===== src/rtl/spi_boot_loader_if.sv =====
// rtl/spi_boot_loader_if.sv - SPI flash pins and RAM write port of the boot loader
interface spi_boot_loader_if;
   logic        spi_sck;
   logic        spi_cs;
   logic        spi_mosi;
   logic        spi_miso;
   logic [14:0] ram_addr;
   logic [7:0]  ram_din;
   logic        ram_we;

   modport master (
      output spi_sck, spi_cs, spi_mosi, ram_addr, ram_din, ram_we,
      input  spi_miso
   );

   modport slave (
      input  spi_sck, spi_cs, spi_mosi, ram_addr, ram_din, ram_we,
      output spi_miso
   );
endinterface


===== src/rtl/spi_boot_loader.sv =====
// rtl/spi_boot_loader.sv - copies a boot image from SPI flash (READ 0x03) into RAM, then releases the CPU
// Optional trailer checksum byte enabled by defining SPI_BOOT_CHECKSUM_EN.
module spi_boot_loader #(
   parameter logic [23:0] FLASH_BASE = 24'h010000,
   parameter logic [14:0] RAM_BASE   = 15'h0000,
   parameter int          LOAD_BYTES = 1024,
   parameter int          CLK_DIV    = 2
) (
   input  logic              clk,
   input  logic              reset,
   spi_boot_loader_if.master bus,
   output logic              cpu_reset,
   output logic              boot_done,
   output logic              boot_error
);

`ifdef SPI_BOOT_CHECKSUM_EN
   localparam int TOTAL_BYTES = LOAD_BYTES + 1;
`else
   localparam int TOTAL_BYTES = LOAD_BYTES;
`endif
   localparam int              DIV_W     = (CLK_DIV > 1) ? $clog2(CLK_DIV) : 1;
   localparam logic [DIV_W-1:0] DIV_LAST = DIV_W'(CLK_DIV - 1);
   localparam logic [15:0]     IMG_BYTES = 16'(LOAD_BYTES);
   localparam logic [15:0]     LAST_BYTE = 16'(TOTAL_BYTES - 1);
   localparam logic [31:0]     CMD_ADDR  = {8'h03, FLASH_BASE};

   typedef enum logic [2:0] {
      S_IDLE, S_CS_SETUP, S_CMD, S_ADDR, S_DATA, S_CS_HOLD, S_DONE
   } state_t;

   state_t            state_q, state_d;
   logic [DIV_W-1:0]  div_q, div_d;
   logic              half_q, half_d;
   logic [4:0]        bit_cnt_q, bit_cnt_d;
   logic [15:0]       byte_cnt_q, byte_cnt_d;
   logic [30:0]       tx_q, tx_d;
   logic [6:0]        rx_q, rx_d;
   logic              sck_q, sck_d;
   logic              cs_q, cs_d;
   logic              mosi_q, mosi_d;
   logic [14:0]       addr_q, addr_d;
   logic [7:0]        din_q, din_d;
   logic              we_q, we_d;
   logic              cpu_reset_q, cpu_reset_d;
   logic              done_q, done_d;
   logic              tick;
   logic [7:0]        rx_next;
`ifdef SPI_BOOT_CHECKSUM_EN
   logic [7:0]        sum_q, sum_d;
   logic              error_q, error_d;
`endif

   // Next-state and output logic; tick marks the last clk of each SCK half-period
   always_comb begin
      tick        = (div_q == DIV_LAST);
      rx_next     = {rx_q, bus.spi_miso};
      state_d     = state_q;
      div_d       = tick ? '0 : div_q + DIV_W'(1);
      half_d      = half_q;
      bit_cnt_d   = bit_cnt_q;
      byte_cnt_d  = byte_cnt_q;
      tx_d        = tx_q;
      rx_d        = rx_q;
      sck_d       = sck_q;
      cs_d        = cs_q;
      mosi_d      = mosi_q;
      addr_d      = addr_q;
      din_d       = din_q;
      we_d        = 1'b0;
      cpu_reset_d = cpu_reset_q;
      done_d      = done_q;
`ifdef SPI_BOOT_CHECKSUM_EN
      sum_d       = sum_q;
      error_d     = error_q;
`endif
      case (state_q)
         S_IDLE: begin
            div_d   = '0;
            cs_d    = 1'b0;
            state_d = S_CS_SETUP;
         end
         S_CS_SETUP: begin
            if (tick) begin
               state_d   = S_CMD;
               half_d    = 1'b0;
               bit_cnt_d = '0;
               mosi_d    = CMD_ADDR[31];
               tx_d      = CMD_ADDR[30:0];
            end
         end
         S_CMD, S_ADDR, S_DATA: begin
            if (tick) begin
               if (!half_q) begin
                  // SCK rises: MISO is captured in this same cycle
                  half_d = 1'b1;
                  sck_d  = 1'b1;
                  if (state_q == S_DATA) begin
                     rx_d = rx_next[6:0];
                     if (bit_cnt_q == 5'd7) begin
`ifdef SPI_BOOT_CHECKSUM_EN
                        sum_d = sum_q + rx_next;
`endif
                        if (byte_cnt_q < IMG_BYTES) begin
                           we_d   = 1'b1;
                           addr_d = RAM_BASE + byte_cnt_q[14:0];
                           din_d  = rx_next;
                        end
                     end
                  end
               end else begin
                  // SCK falls: next bit starts; tx drains to zeros so MOSI is 0 in DATA
                  half_d    = 1'b0;
                  sck_d     = 1'b0;
                  bit_cnt_d = bit_cnt_q + 5'd1;
                  mosi_d    = tx_q[30];
                  tx_d      = {tx_q[29:0], 1'b0};
                  case (state_q)
                     S_CMD: begin
                        if (bit_cnt_q == 5'd7) begin
                           state_d   = S_ADDR;
                           bit_cnt_d = '0;
                        end
                     end
                     S_ADDR: begin
                        if (bit_cnt_q == 5'd23) begin
                           state_d    = S_DATA;
                           bit_cnt_d  = '0;
                           byte_cnt_d = '0;
                        end
                     end
                     default: begin
                        if (bit_cnt_q == 5'd7) begin
                           bit_cnt_d = '0;
                           if (byte_cnt_q == LAST_BYTE) begin
                              state_d = S_CS_HOLD;
                           end else begin
                              byte_cnt_d = byte_cnt_q + 16'd1;
                           end
                        end
                     end
                  endcase
               end
            end
         end
         S_CS_HOLD: begin
            // First half: CS low with SCK idle; second half: CS high before handover
            if (tick) begin
               if (!half_q) begin
                  cs_d   = 1'b1;
                  half_d = 1'b1;
               end else begin
                  state_d = S_DONE;
                  done_d  = 1'b1;
`ifdef SPI_BOOT_CHECKSUM_EN
                  error_d     = (sum_q != 8'h00);
                  cpu_reset_d = (sum_q != 8'h00);
`else
                  cpu_reset_d = 1'b0;
`endif
               end
            end
         end
         S_DONE: begin
            div_d = '0;
         end
         default: begin
            state_d = S_IDLE;
         end
      endcase
   end

   // State register with synchronous abort to IDLE
   always_ff @(posedge clk) begin
      if (reset) begin
         state_q     <= S_IDLE;
         div_q       <= '0;
         half_q      <= 1'b0;
         bit_cnt_q   <= '0;
         byte_cnt_q  <= '0;
         tx_q        <= '0;
         rx_q        <= '0;
         sck_q       <= 1'b0;
         cs_q        <= 1'b1;
         mosi_q      <= 1'b0;
         addr_q      <= '0;
         din_q       <= '0;
         we_q        <= 1'b0;
         cpu_reset_q <= 1'b1;
         done_q      <= 1'b0;
`ifdef SPI_BOOT_CHECKSUM_EN
         sum_q       <= '0;
         error_q     <= 1'b0;
`endif
      end else begin
         state_q     <= state_d;
         div_q       <= div_d;
         half_q      <= half_d;
         bit_cnt_q   <= bit_cnt_d;
         byte_cnt_q  <= byte_cnt_d;
         tx_q        <= tx_d;
         rx_q        <= rx_d;
         sck_q       <= sck_d;
         cs_q        <= cs_d;
         mosi_q      <= mosi_d;
         addr_q      <= addr_d;
         din_q       <= din_d;
         we_q        <= we_d;
         cpu_reset_q <= cpu_reset_d;
         done_q      <= done_d;
`ifdef SPI_BOOT_CHECKSUM_EN
         sum_q       <= sum_d;
         error_q     <= error_d;
`endif
      end
   end

   assign bus.spi_sck  = sck_q;
   assign bus.spi_cs   = cs_q;
   assign bus.spi_mosi = mosi_q;
   assign bus.ram_addr = addr_q;
   assign bus.ram_din  = din_q;
   assign bus.ram_we   = we_q;
   assign cpu_reset    = cpu_reset_q;
   assign boot_done    = done_q;
`ifdef SPI_BOOT_CHECKSUM_EN
   assign boot_error   = error_q;
`else
   assign boot_error   = 1'b0;
`endif

endmodule


===== src/flat_wrapper.sv =====
// flat-port wrapper written by rule: the top's interface ports become plain ports
module spi_boot_loader_flat 
#(
   parameter logic [23:0] FLASH_BASE = 24'h010000,
   parameter logic [14:0] RAM_BASE   = 15'h0000,
   parameter int          LOAD_BYTES = 1024,
   parameter int          CLK_DIV    = 2
)
  (clk, reset, cpu_reset, boot_done, boot_error, bus_spi_sck, bus_spi_cs, bus_spi_mosi, bus_ram_addr, bus_ram_din, bus_ram_we, bus_spi_miso);
  spi_boot_loader_if bus_i ();
  input  logic clk;
  input  logic reset;
  output logic cpu_reset;
  output logic boot_done;
  output logic boot_error;
  output wire logic [$bits(bus_i.spi_sck)-1:0] bus_spi_sck;
  output wire logic [$bits(bus_i.spi_cs)-1:0] bus_spi_cs;
  output wire logic [$bits(bus_i.spi_mosi)-1:0] bus_spi_mosi;
  output wire logic [$bits(bus_i.ram_addr)-1:0] bus_ram_addr;
  output wire logic [$bits(bus_i.ram_din)-1:0] bus_ram_din;
  output wire logic [$bits(bus_i.ram_we)-1:0] bus_ram_we;
  input wire logic [$bits(bus_i.spi_miso)-1:0] bus_spi_miso;
  assign bus_spi_sck = bus_i.spi_sck;
  assign bus_spi_cs = bus_i.spi_cs;
  assign bus_spi_mosi = bus_i.spi_mosi;
  assign bus_ram_addr = bus_i.ram_addr;
  assign bus_ram_din = bus_i.ram_din;
  assign bus_ram_we = bus_i.ram_we;
  assign bus_i.spi_miso = bus_spi_miso;
  spi_boot_loader #(.FLASH_BASE(FLASH_BASE), .RAM_BASE(RAM_BASE), .LOAD_BYTES(LOAD_BYTES), .CLK_DIV(CLK_DIV)) u_core (.clk(clk), .reset(reset), .bus(bus_i), .cpu_reset(cpu_reset), .boot_done(boot_done), .boot_error(boot_error));
endmodule

===== config.mk =====
export PLATFORM = sky130hd
export DESIGN_NAME = spi_boot_loader_flat
export DESIGN_NICKNAME = d
export VERILOG_FILES = /design/src/rtl/spi_boot_loader_if.sv /design/src/rtl/spi_boot_loader.sv /design/src/flat_wrapper.sv
export SDC_FILE = /design/constraint.sdc
export NUM_CORES = 1
export LEC_CHECK = 0
export CORE_ASPECT_RATIO = 1.4
export CORE_UTILIZATION = 37
export DETAILED_ROUTE_END_ITERATION = 10
export GPL_TIMING_DRIVEN = 0
export PLACE_DENSITY = 0.53
export SYNTH_ARGS = -nofsm -noshare
export SYNTH_HDL_FRONTEND = slang
export SYNTH_SLANG_ARGS = --single-unit

===== constraint.sdc =====
create_clock -name clk -period 3.7 [get_ports clk]
set_clock_uncertainty 0.1 [all_clocks]
set_input_delay 0.74 -clock clk [delete_from_list [all_inputs] [get_ports clk]]
set_output_delay 0.74 -clock clk [all_outputs]
set_load 0.02 [all_outputs]

==> flow_summary.ini <==
[status]
status = finished clean

[cells_and_area]
fillers = 910
final_util_pct = 47.2
antennaDiodeCount = 0
final_common_cell = dfxtp_1
drive_gt1_share_pct = 6.39
layout_common_cells = dfxtp_1, nand2_1, a21oi_1, nor2_1, clkdlybuf4s50_1
final_nets = 454
syn_to_final_growth_pct = 21.9

[synth]
ys_ff_latch = 77
synth-edff-count = 0
yosysSeqAreaShare_pct = 46.0
synth_flop_cell = dfxtp_1
syn_area_per_cell_sq_um = 8.21
yosys.area.top_type = dfxtp_1
synth.distinct_cells = 52
yosys-top-cells-area = dfxtp_1, a21oi_1, nand2_1
syn_nets = 413
syn-cell-area_sq_mm = 0.00335
async_flop_share_pct = 0
yosysTopAreaCellShare_pct = 46.0
synthCells = 408
ys_warn_count = 0

[floorplanning]
die_h_um = 115
die_w_um = 82.4
start_util_pct = 38.7
die_area_sq_mm = 0.00944
ioPinCount = 33
core-area_sq_mm = 0.00866
rows = 40

[worst_setup_path]
ff2ff_setup_slack_ns = 1.13
worstSetupPathType = reg -> reg
r2r_start = u_core.bit_cnt_q[0]
cp.depth = 6
path_max_fanout = 7
path_delay_family = simple AND/OR/NAND/NOR gates
cp.arrival_ns = 2.74
crit_buf_inv = 0
crit_path_end_kind = flip-flop
crit_end = u_core.byte_cnt_q[15]
start_kind = flip-flop
reg2reg_depth = 6
worst_path_largest_cell_delay_ns = 0.62
path_cells = ha_1, nand3b_1, nor4_1, nand4_1, or4_1, a21oi_1
critPathLaunch = u_core.bit_cnt_q[0]
crit_required_ns = 3.86
reg2reg_to = u_core.byte_cnt_q[15]
cp_slowest_cell = nor4_1

[clock_network]
cts-buffers-inserted = 9
cts.path.max_buffers = 2
cts_sinks = 77
cts_resized = 0
cts_tree = done
hold_buffers = 0
cts_setup_buffers = 0
clock_latency_ns = 0.34
cts-root-buf = clkbuf_16
cts.htree.levels = 3
clk_pin_slew_ns = 0.06

[run]
max-cap-violations = 0

[sta]
setup_tns_ns = 0
slew_headroom_pct = 57.5
setup_viol = 0
tightest_slew_ns = 0.638
finalHoldViolCount = 0
max_freq_mhz = 389
slew_viol_final = 0
timing.final.crit_share_pct = 69.5
fin_crit_ns = 2.57
rsz0062_at_grt = no

[place]
finalWeightedCongestion = 0.798
dp_hpwl_mm = 5.95
port_buffers = 30

[detailed_routing]
drt-total-wl_mm = 8.14
first_pass_iters = 4
postRouteAntennaNets = 0
drc = 0
viasPerCell = 5.36
wl_per_cell_um = 14.6
vias = 2999
drt_iter0_drc = 123

[pwr]
power_leakage_uw = 0.00139
peakVddDrop_v = 0.000295
p_total_uw = 2070
p_per_area_mw_per_mm2 = 507

[grt]
grt_max_degree = 14
grt_pass1_wl_mm = 13.6
antenna_found_initial = 0
grt_pass1_vias = 2844
grt_usage_pct = 19.1
global_route.overflow_total = 0

[worst_hold_path]
holdCritPathClass = reg -> reg
==> power breakdown <==
part | leakage (uW) | total, uW | internal (uW) | switching [uW]
combinational | 0.000627 | 307 | 102 | 205
sequential | 0.000621 | 872 | 855 | 17.7
clock | 0.000142 | 889 | 542 | 347
==> stage by stage <==
step | cell area [sq um] | std cells | setup slack, ns | hold slack [ns]
floorplan | 3350 | 408 | 1.38 | 0.332
global placement | 3780 | 543 | 1.08 | 0.335
detailed placement | 3780 | 543 | 1.11 | 0.343
CTS | 4080 | 559 | 1.09 | 0.352
global route | 4080 | 559 | 0.881 | 0.367
finish | 4080 | 559 | 1.13 | 0.348
==> final cells by class <==
type                    count  area, sq um  area share, %
repair buffers             30          300           7.36
well taps                 105          131           3.22
flip-flops and latches     77         1540           37.8
clock buffers              11          243           5.95
clock inverters             5         58.8           1.44
inverters                   3         11.3          0.276
plain buffers              25          121           2.97
multi-input cells         303         1680           41.0
==> metal layers <==
layer	routed length [um]	global-route usage, %	vias to the layer above
met3	170	2.95	15
met1	3610	21.4	1416
met4	240	10.6	0
met2	4120	33.3	42
met5	0	0	-
li1	-	-	1526
==> kinds of logic (layout without fill, tap and decap cells) <==
| family | after synthesis | in the layout | synth area share, % |
|---|---|---|---|
| AO/OA/AOI/OAI | 96 | 96 | 16.3 |
| multiplexers | 11 | 11 | 3.36 |
| other | 1 | 1 | 0.112 |
| buffers and inverters | 28 | 74 | 3.96 |
| AND/OR/NAND/NOR | 191 | 191 | 29.0 |
| flip-flops | 77 | 77 | 46.0 |
| XOR/XNOR | 2 | 2 | 0.523 |
| adder cells (fa/ha/maj) | 2 | 2 | 0.747 |
==> synth_stat cells, types with 3 or more instances <==
master / count
nand2b_1: 3
inv_1: 3
nand3_1: 20
nor3_1: 11
o31ai_1: 3
nand3b_1: 3
or3_1: 14
or4_1: 4
nand2_1: 64
dfxtp_1: 77
nor2_1: 34
mux2i_1: 9
o21ai_0: 19
nand4_1: 7
a22oi_1: 3
nor2b_1: 6
buf_4: 3
and2_1: 8
clkbuf_1: 19
a21oi_1: 55
==> flip-flops by register name, summed over array words and instances, names as in the netlist, 3 cells and up <==
name	flops
u_core.bus.ram_addr	15
u_core.rx_q	7
u_core.bus.ram_din	8
u_core.tx_q	15
u_core.state_q	3
u_core.byte_cnt_q	16
u_core.bit_cnt_q	5
==> how the worst min path moves through the flow <==
stage | startpoint | end | cells past startpoint
floorplan | u_core.tx_q[18] | u_core.tx_q[18] | 2
global placement | u_core.boot_done | u_core.boot_done | 2
detailed placement | u_core.bus.ram_addr[4] | u_core.bus.ram_addr[4] | 2
CTS | u_core.bus.ram_addr[4] | u_core.bus.ram_addr[4] | 2
global route | u_core.cpu_reset | u_core.cpu_reset | 1
finish | u_core.bus.ram_addr[5] | u_core.bus.ram_addr[5] | 2
==> worst register-to-register path, cell delays in order, from the launching register on <==
cell      delay, ns
dfxtp_1        0.36
ha_1           0.26
nand3b_1       0.30
nor4_1         0.62
nand4_1        0.21
or4_1          0.49
a21oi_1        0.15
(Power assumes the default switching activity.)
